## src/rtl/sp_ram_arbiter_pkg.sv

```systemverilog
// Shared types and constants for the single-port RAM arbiter.
// Also holds the two-way round-robin pick used by rr_arb2.
package sp_ram_pkg;

   localparam int ADDR_W    = 14;
   localparam int DATA_W    = 8;
   localparam int RAM_DEPTH = 1 << ADDR_W;

   typedef enum logic {
      IDLE  = 1'b0,
      CLEAR = 1'b1
   } arb_state_t;

   typedef enum logic {
      REQ_A = 1'b0,
      REQ_B = 1'b1
   } req_idx_t;

   // On contention the requester that did not win last time is picked.
   function automatic logic [1:0] rr_pick(input logic [1:0] req, input req_idx_t last);
      logic [1:0] g;
      case (req)
         2'b01:   g = 2'b01;
         2'b10:   g = 2'b10;
         2'b11:   g = (last == REQ_B) ? 2'b01 : 2'b10;
         default: g = 2'b00;
      endcase
      return g;
   endfunction

endpackage

```

## src/rtl/sp_ram_arbiter_rr_arb2.sv

```systemverilog
// Two-input round-robin arbiter: combinational grant, registered last-winner pointer.
// The pointer resets to "B last" so A wins the first contention.
module rr_arb2
   import sp_ram_pkg::*;
(
   input  logic       clk,
   input  logic       rst_n,
   input  logic [1:0] req,
   input  logic       update,
   output logic [1:0] gnt
);

   req_idx_t last_r;
   logic [1:0] gnt_s;

   // grant decision from live requests and the stored last winner
   always_comb begin
      gnt_s = rr_pick(req, last_r);
   end

   assign gnt = gnt_s;

   // pointer follows every issued grant
   always_ff @(posedge clk or negedge rst_n) begin
      if (!rst_n) begin
         last_r <= REQ_B;
      end else if (update && (gnt_s != 2'b00)) begin
         last_r <= gnt_s[1] ? REQ_B : REQ_A;
      end else begin
         last_r <= last_r;
      end
   end

endmodule

```

## src/rtl/sp_ram_arbiter.sv

```systemverilog
// Shares one single-port RAM between requesters A and B, with a zero-fill engine.
// Define SP_RAM_ARB_OUTREG_EN to register read data per requester (2-cycle read latency).
module sp_ram_arbiter #(
   parameter int                ADDR_W    = sp_ram_pkg::ADDR_W,
   parameter int                DATA_W    = sp_ram_pkg::DATA_W,
   parameter logic [DATA_W-1:0] CLR_VALUE = {DATA_W{1'b0}}
) (
   input  logic              clk,
   input  logic              rst_n,
   input  logic              clr_start,
   output logic              clr_busy,
   output logic              clr_done,
   input  logic              a_req,
   input  logic              a_we,
   input  logic [ADDR_W-1:0] a_addr,
   input  logic [DATA_W-1:0] a_wdata,
   output logic              a_gnt,
   output logic              a_rvalid,
   output logic [DATA_W-1:0] a_rdata,
   input  logic              b_req,
   input  logic              b_we,
   input  logic [ADDR_W-1:0] b_addr,
   input  logic [DATA_W-1:0] b_wdata,
   output logic              b_gnt,
   output logic              b_rvalid,
   output logic [DATA_W-1:0] b_rdata,
   output logic              ram_ce,
   output logic              ram_oce,
   output logic              ram_wre,
   output logic [ADDR_W-1:0] ram_ad,
   output logic [DATA_W-1:0] ram_din,
   output logic              ram_reset,
   input  logic [DATA_W-1:0] ram_dout
);
   import sp_ram_pkg::*;

   localparam logic [ADDR_W-1:0] CNT_ONE  = {{(ADDR_W-1){1'b0}}, 1'b1};
   localparam logic [ADDR_W-1:0] CNT_LAST = {ADDR_W{1'b1}};

   arb_state_t        state_r;
   arb_state_t        state_next_s;
   logic [ADDR_W-1:0] clr_cnt_r;
   logic [ADDR_W-1:0] last_ad_r;
   logic [DATA_W-1:0] last_din_r;
   logic              clr_done_r;
   logic              rd_a_r;
   logic              rd_b_r;
   logic              idle_s;
   logic              clr_last_s;
   logic [1:0]        req_s;
   logic [1:0]        gnt_s;
   logic              ram_ce_s;
   logic              ram_wre_s;
   logic [ADDR_W-1:0] ram_ad_s;
   logic [DATA_W-1:0] ram_din_s;

   assign idle_s     = (state_r == IDLE);
   assign clr_last_s = (clr_cnt_r == CNT_LAST);
   // requesters are masked while the fill engine owns the RAM
   assign req_s      = idle_s ? {b_req, a_req} : 2'b00;

   rr_arb2 u_arb (
      .clk    (clk),
      .rst_n  (rst_n),
      .req    (req_s),
      .update (idle_s),
      .gnt    (gnt_s)
   );

   // state register
   always_ff @(posedge clk or negedge rst_n) begin
      if (!rst_n) begin
         state_r <= IDLE;
      end else begin
         state_r <= state_next_s;
      end
   end

   // next-state: start on command, return after the last address is written
   always_comb begin
      state_next_s = state_r;
      case (state_r)
         IDLE:    state_next_s = clr_start ? CLEAR : IDLE;
         CLEAR:   state_next_s = clr_last_s ? IDLE : CLEAR;
         default: state_next_s = IDLE;
      endcase
   end

   // RAM port drive; address and data hold their last values when idle
   always_comb begin
      ram_ce_s  = 1'b0;
      ram_wre_s = 1'b0;
      ram_ad_s  = last_ad_r;
      ram_din_s = last_din_r;
      case (state_r)
         IDLE: begin
            if (gnt_s[0]) begin
               ram_ce_s  = 1'b1;
               ram_wre_s = a_we;
               ram_ad_s  = a_addr;
               ram_din_s = a_wdata;
            end else if (gnt_s[1]) begin
               ram_ce_s  = 1'b1;
               ram_wre_s = b_we;
               ram_ad_s  = b_addr;
               ram_din_s = b_wdata;
            end else begin
               ram_ce_s  = 1'b0;
               ram_wre_s = 1'b0;
            end
         end
         CLEAR: begin
            ram_ce_s  = 1'b1;
            ram_wre_s = 1'b1;
            ram_ad_s  = clr_cnt_r;
            ram_din_s = CLR_VALUE;
         end
         default: begin
            ram_ce_s  = 1'b0;
            ram_wre_s = 1'b0;
         end
      endcase
   end

   // fill address counter
   always_ff @(posedge clk or negedge rst_n) begin
      if (!rst_n) begin
         clr_cnt_r <= {ADDR_W{1'b0}};
      end else if (idle_s && clr_start) begin
         clr_cnt_r <= {ADDR_W{1'b0}};
      end else if (state_r == CLEAR) begin
         clr_cnt_r <= clr_cnt_r + CNT_ONE;
      end else begin
         clr_cnt_r <= clr_cnt_r;
      end
   end

   // completion pulse in the first cycle back in IDLE
   always_ff @(posedge clk or negedge rst_n) begin
      if (!rst_n) begin
         clr_done_r <= 1'b0;
      end else begin
         clr_done_r <= (state_r == CLEAR) && clr_last_s;
      end
   end

   // remember last issued address/data so the bus stays quiet between accesses
   always_ff @(posedge clk or negedge rst_n) begin
      if (!rst_n) begin
         last_ad_r  <= {ADDR_W{1'b0}};
         last_din_r <= {DATA_W{1'b0}};
      end else if (ram_ce_s) begin
         last_ad_r  <= ram_ad_s;
         last_din_r <= ram_din_s;
      end else begin
         last_ad_r  <= last_ad_r;
         last_din_r <= last_din_r;
      end
   end

   // read-return tag: owner of the read issued last cycle
   always_ff @(posedge clk or negedge rst_n) begin
      if (!rst_n) begin
         rd_a_r <= 1'b0;
         rd_b_r <= 1'b0;
      end else begin
         rd_a_r <= gnt_s[0] & ~a_we;
         rd_b_r <= gnt_s[1] & ~b_we;
      end
   end

`ifdef SP_RAM_ARB_OUTREG_EN
   logic              a_rvalid_r;
   logic              b_rvalid_r;
   logic [DATA_W-1:0] a_rdata_r;
   logic [DATA_W-1:0] b_rdata_r;

   // capture ram_dout per owner; data holds until that owner's next read
   always_ff @(posedge clk or negedge rst_n) begin
      if (!rst_n) begin
         a_rvalid_r <= 1'b0;
         b_rvalid_r <= 1'b0;
         a_rdata_r  <= {DATA_W{1'b0}};
         b_rdata_r  <= {DATA_W{1'b0}};
      end else begin
         a_rvalid_r <= rd_a_r;
         b_rvalid_r <= rd_b_r;
         a_rdata_r  <= rd_a_r ? ram_dout : a_rdata_r;
         b_rdata_r  <= rd_b_r ? ram_dout : b_rdata_r;
      end
   end

   assign a_rvalid = a_rvalid_r;
   assign b_rvalid = b_rvalid_r;
   assign a_rdata  = a_rdata_r;
   assign b_rdata  = b_rdata_r;
`else
   assign a_rvalid = rd_a_r;
   assign b_rvalid = rd_b_r;
   assign a_rdata  = rd_a_r ? ram_dout : {DATA_W{1'b0}};
   assign b_rdata  = rd_b_r ? ram_dout : {DATA_W{1'b0}};
`endif

   assign a_gnt     = gnt_s[0];
   assign b_gnt     = gnt_s[1];
   assign clr_busy  = (state_r == CLEAR);
   assign clr_done  = clr_done_r;
   assign ram_ce    = ram_ce_s;
   assign ram_wre   = ram_wre_s;
   assign ram_ad    = ram_ad_s;
   assign ram_din   = ram_din_s;
   assign ram_oce   = 1'b1;
   assign ram_reset = 1'b0;

endmodule

```

## config.mk

```make
export PLATFORM = sky130hd
export DESIGN_NAME = sp_ram_arbiter
export DESIGN_NICKNAME = d
export VERILOG_FILES = /design/src/rtl/sp_ram_arbiter_pkg.sv /design/src/rtl/sp_ram_arbiter_rr_arb2.sv /design/src/rtl/sp_ram_arbiter.sv
export SDC_FILE = /design/constraint.sdc
export NUM_CORES = 1
export LEC_CHECK = 0
export CORE_MARGIN = 2
export CORE_UTILIZATION = 42
export DETAILED_ROUTE_END_ITERATION = 10
export PLACE_DENSITY = 0.79
export SYNTH_ARGS = -nofsm -noshare
export SYNTH_HDL_FRONTEND = slang
export SYNTH_SLANG_ARGS = --single-unit
```

## constraint.sdc

```tcl
create_clock -name clk -period 1.8 [get_ports clk]
set_input_delay 0.27 -clock clk [delete_from_list [all_inputs] [get_ports clk]]
set_output_delay 0.27 -clock clk [all_outputs]
set_load 0.02 [all_outputs]
```

==> flow_summary.json <==
{
  "status": "complete, but fails checks",
  "violations": "negative setup slack",
  "core_mm2": 0.00551,
  "synth_xor_area_share_pct": 1.09,
  "cts_tree": "built",
  "cap_viol_max_count": 0,
  "setup_ws_ns": -0.231,
  "leakage_nw": 1.86,
  "skew_ns": 0.0150,
  "crit_fanout": 8,
  "startpoint_type": "register",
  "synth_compound_area_share_pct": 24.8,
  "final-hold-violation-count": 0,
  "syn_area_per_cell_um2": 9.36,
  "fill_cells": 316,
  "clockBufferDepth": 2,
  "wl_per_cell_um": 19.7,
  "synth.net_count": 317,
  "die_h_um": 79.7,
  "synthCells": 257,
  "cp-end-kind": "primary output",
  "place_congestion": 0.782,
  "synth_top_family_by_area": "compound AO/OA/AOI/OAI gates",
  "yosys.area_share.simple_pct": 19.2,
  "rr_worst_depth": 9,
  "dp_hpwl_mm": 5.39,
  "drt-total-wl_mm": 9.60,
  "clock-sinks": 41,
  "diodes": 0,
  "synth_area_mm2": 0.00241,
  "ios": 107,
  "die-area_mm2": 0.00635,
  "ys_seq_area_share_pct": 42.7,
  "rsz0062_at_grt": "true",
  "ff_latch_area_mm2": 0.00103,
  "fin_crit_sh_pct": 113,
  "tightest_slew_ns": 0.525,
  "setup_viol": 26,
  "routed-via-count": 2860,
  "port_buffers": 104,
  "irDropWorstVdd_uv": 664,
  "synth_cell_types": 43,
  "synth_fa_ha_area_share_pct": 0.520,
  "yosys_warnings": 0,
  "cts_root_buf": "clkbuf_8",
  "grt_first_pass_wirelength_mm": 13.3,
  "rows": 27,
  "multi_input_area_mm2": 0.00161,
  "synthMuxAreaShare_pct": 4.99,
  "ys_seq_elements": 41,
  "path_class": "register to primary output",
  "gr-total-overflow": 0,
  "drt_iter0_markers": 258,
  "synth_edf_count": 0,
  "cp_data_arrival_time_ns": 1.76,
  "dieWidth_um": 79.7,
  "p_per_area_mw_per_mm2": 834,
  "drive_above_1_share_pct": 38.1,
  "initial_core_util_pct": 43.7,
  "ys.flop_type": "dfrtp_1",
  "antenna_found_initial": 0,
  "grt_max_degree": 22,
  "finalNetCount": 474,
  "fin_setup_tns_ns": -4.11,
  "slew_violations": 0,
  "min_period_ns": 2.03,
  "htreeDepth": 2,
  "worst_ep_required_time_ns": 1.53,
  "grt_pass1_vias": 2698,
  "hold_path_class": "input pin to asynchronous set/reset pin",
  "slew_headroom_pct": 65.0,
  "route.detailed.drc": 0,
  "ant_nets": 0,
  "drtPass1Iterations": 4,
  "vias_per_cell": 5.87,
  "synth_async_sr_flop_share_pct": 100,
  "grtUsageTotal_pct": 27.0,
  "area_growth_pct": 84.5,
  "timing.fmax_mhz": 492,
  "clkLatencyLatePin_ns": 0.30,
  "path_clk_slew_ns": 0.09,
  "cts_made_buffers": 5,
  "pre_cts_slack_ns": -0.660
}
-- sequential cells by signal, indices dropped and copies added, names as in the netlist --
signal and cells:
clr_done 1, clr_cnt_r 14, u_arb.last_r 1, clr_busy 1
a_rvalid 1, last_din_r 8, last_ad_r 14, b_rvalid 1
-- area by class of cell --
type	count	share of cell area [%]
multi-input cells	188	36.2
repair buffers	170	35.3
flip-flops and latches	41	23.2
well taps	72	2.03
clock buffers	7	1.94
clock inverters	1	0.676
inverters	8	0.676
-- Yosys cell counts (all sizes together) (7+ instances only) --
master | count | area [um2]
a21oi | 18 | 90.1
and2 | 16 | 100
buf | 13 | 97.6
clkbuf | 7 | 26.3
dfrtp | 40 | 1000
inv | 8 | 30.0
mux2i | 12 | 120
nand2 | 22 | 82.6
nor2 | 12 | 45.0
nor3 | 8 | 50.1
o21ai | 18 | 90.1
o22ai | 14 | 87.6
o31ai | 19 | 143
o41ai | 10 | 87.6
-- repair_timing --
action | 4_1_cts | 5_1_grt
setup buffers | 20 | 3
hold endpoints to repair | 20 | 0
cloned | 2 | 0
pin swaps | 12 | 5
setup endpoints to repair | 29 | 37
resized for setup | 174 | 32
hold buffers | 1 | 0
-- path summary, 6_finish.rpt --
check	slack, ns	end	startpoint
min in group clk	0.52	last_ad_r[3]	clr_cnt_r[3]
worst min-delay path	0.47	clr_cnt_r[0]	rst_n
worst max register to register	-0.12	last_din_r[3]	u_arb.last_r
worst max-delay path	-0.23	ram_ad[1]	u_arb.last_r
worst min register to register	0.52	last_ad_r[3]	clr_cnt_r[3]
max in group asynchronous	0.75	u_arb.last_r	rst_n
-- metal layers --
layer	global-route usage, %	share of wire, %	up-vias
met3	6.00	7.0	39
met5	0	0	-
met1	31.8	37	1385
li1	-	-	1277
met4	7.24	4.9	0
met2	49.1	52	159
-- critical path, cell delays in order, from the launching register on --
cell and delay (ns):
dfstp_2 0.38, buf_6 0.12, nor2b_4 0.18, buf_4 0.29, o31ai_4 0.08, o21ai_1 0.23, buf_4 0.19
-- report_power, final --
part	internal [mW]	total, mW	leakage [nW]	switching (mW)
combinational	0.731	1.57	1.29	0.842
clock	0.453	0.788	0.0585	0.335
sequential	1.15	1.34	0.514	0.190
-- cell families (layout without fill, tap and decap cells) --
group	after synthesis	count (layout)
buf+inv	28	186
other cells	2	2
xor+xnor	3	3
simple gates	79	79
compound gates	91	91
flops	41	41
fa+ha+maj	1	1
mux	12	12
-- metrics by stage --
stage               cell area [um2]  cells  util [%]  hold slack [ns]  total power, mW
global route                   4440    487      80.6            0.535             3.89
detailed placement             3810    454      69.2            0.266             2.76
global placement               3810    454      69.2            0.272             2.73
finish                         4440    487      80.6            0.469             3.70
floorplan                      2440    257         -          -0.0256             2.12
CTS                            4270    485      77.6            0.480             3.60
-- layout by cell type, fill, tap and decap left out, types with 9 or more instances in the layout --
master,count
clkdlybuf4s50_1,71
dfrtp_1,37
nor2_1,12
a21oi_1,13
o21ai_0,10
o31ai_4,11
buf_4,70
buf_2,9
and2_1,16
nand2_1,22
Power figures use the tool's default switching activity.
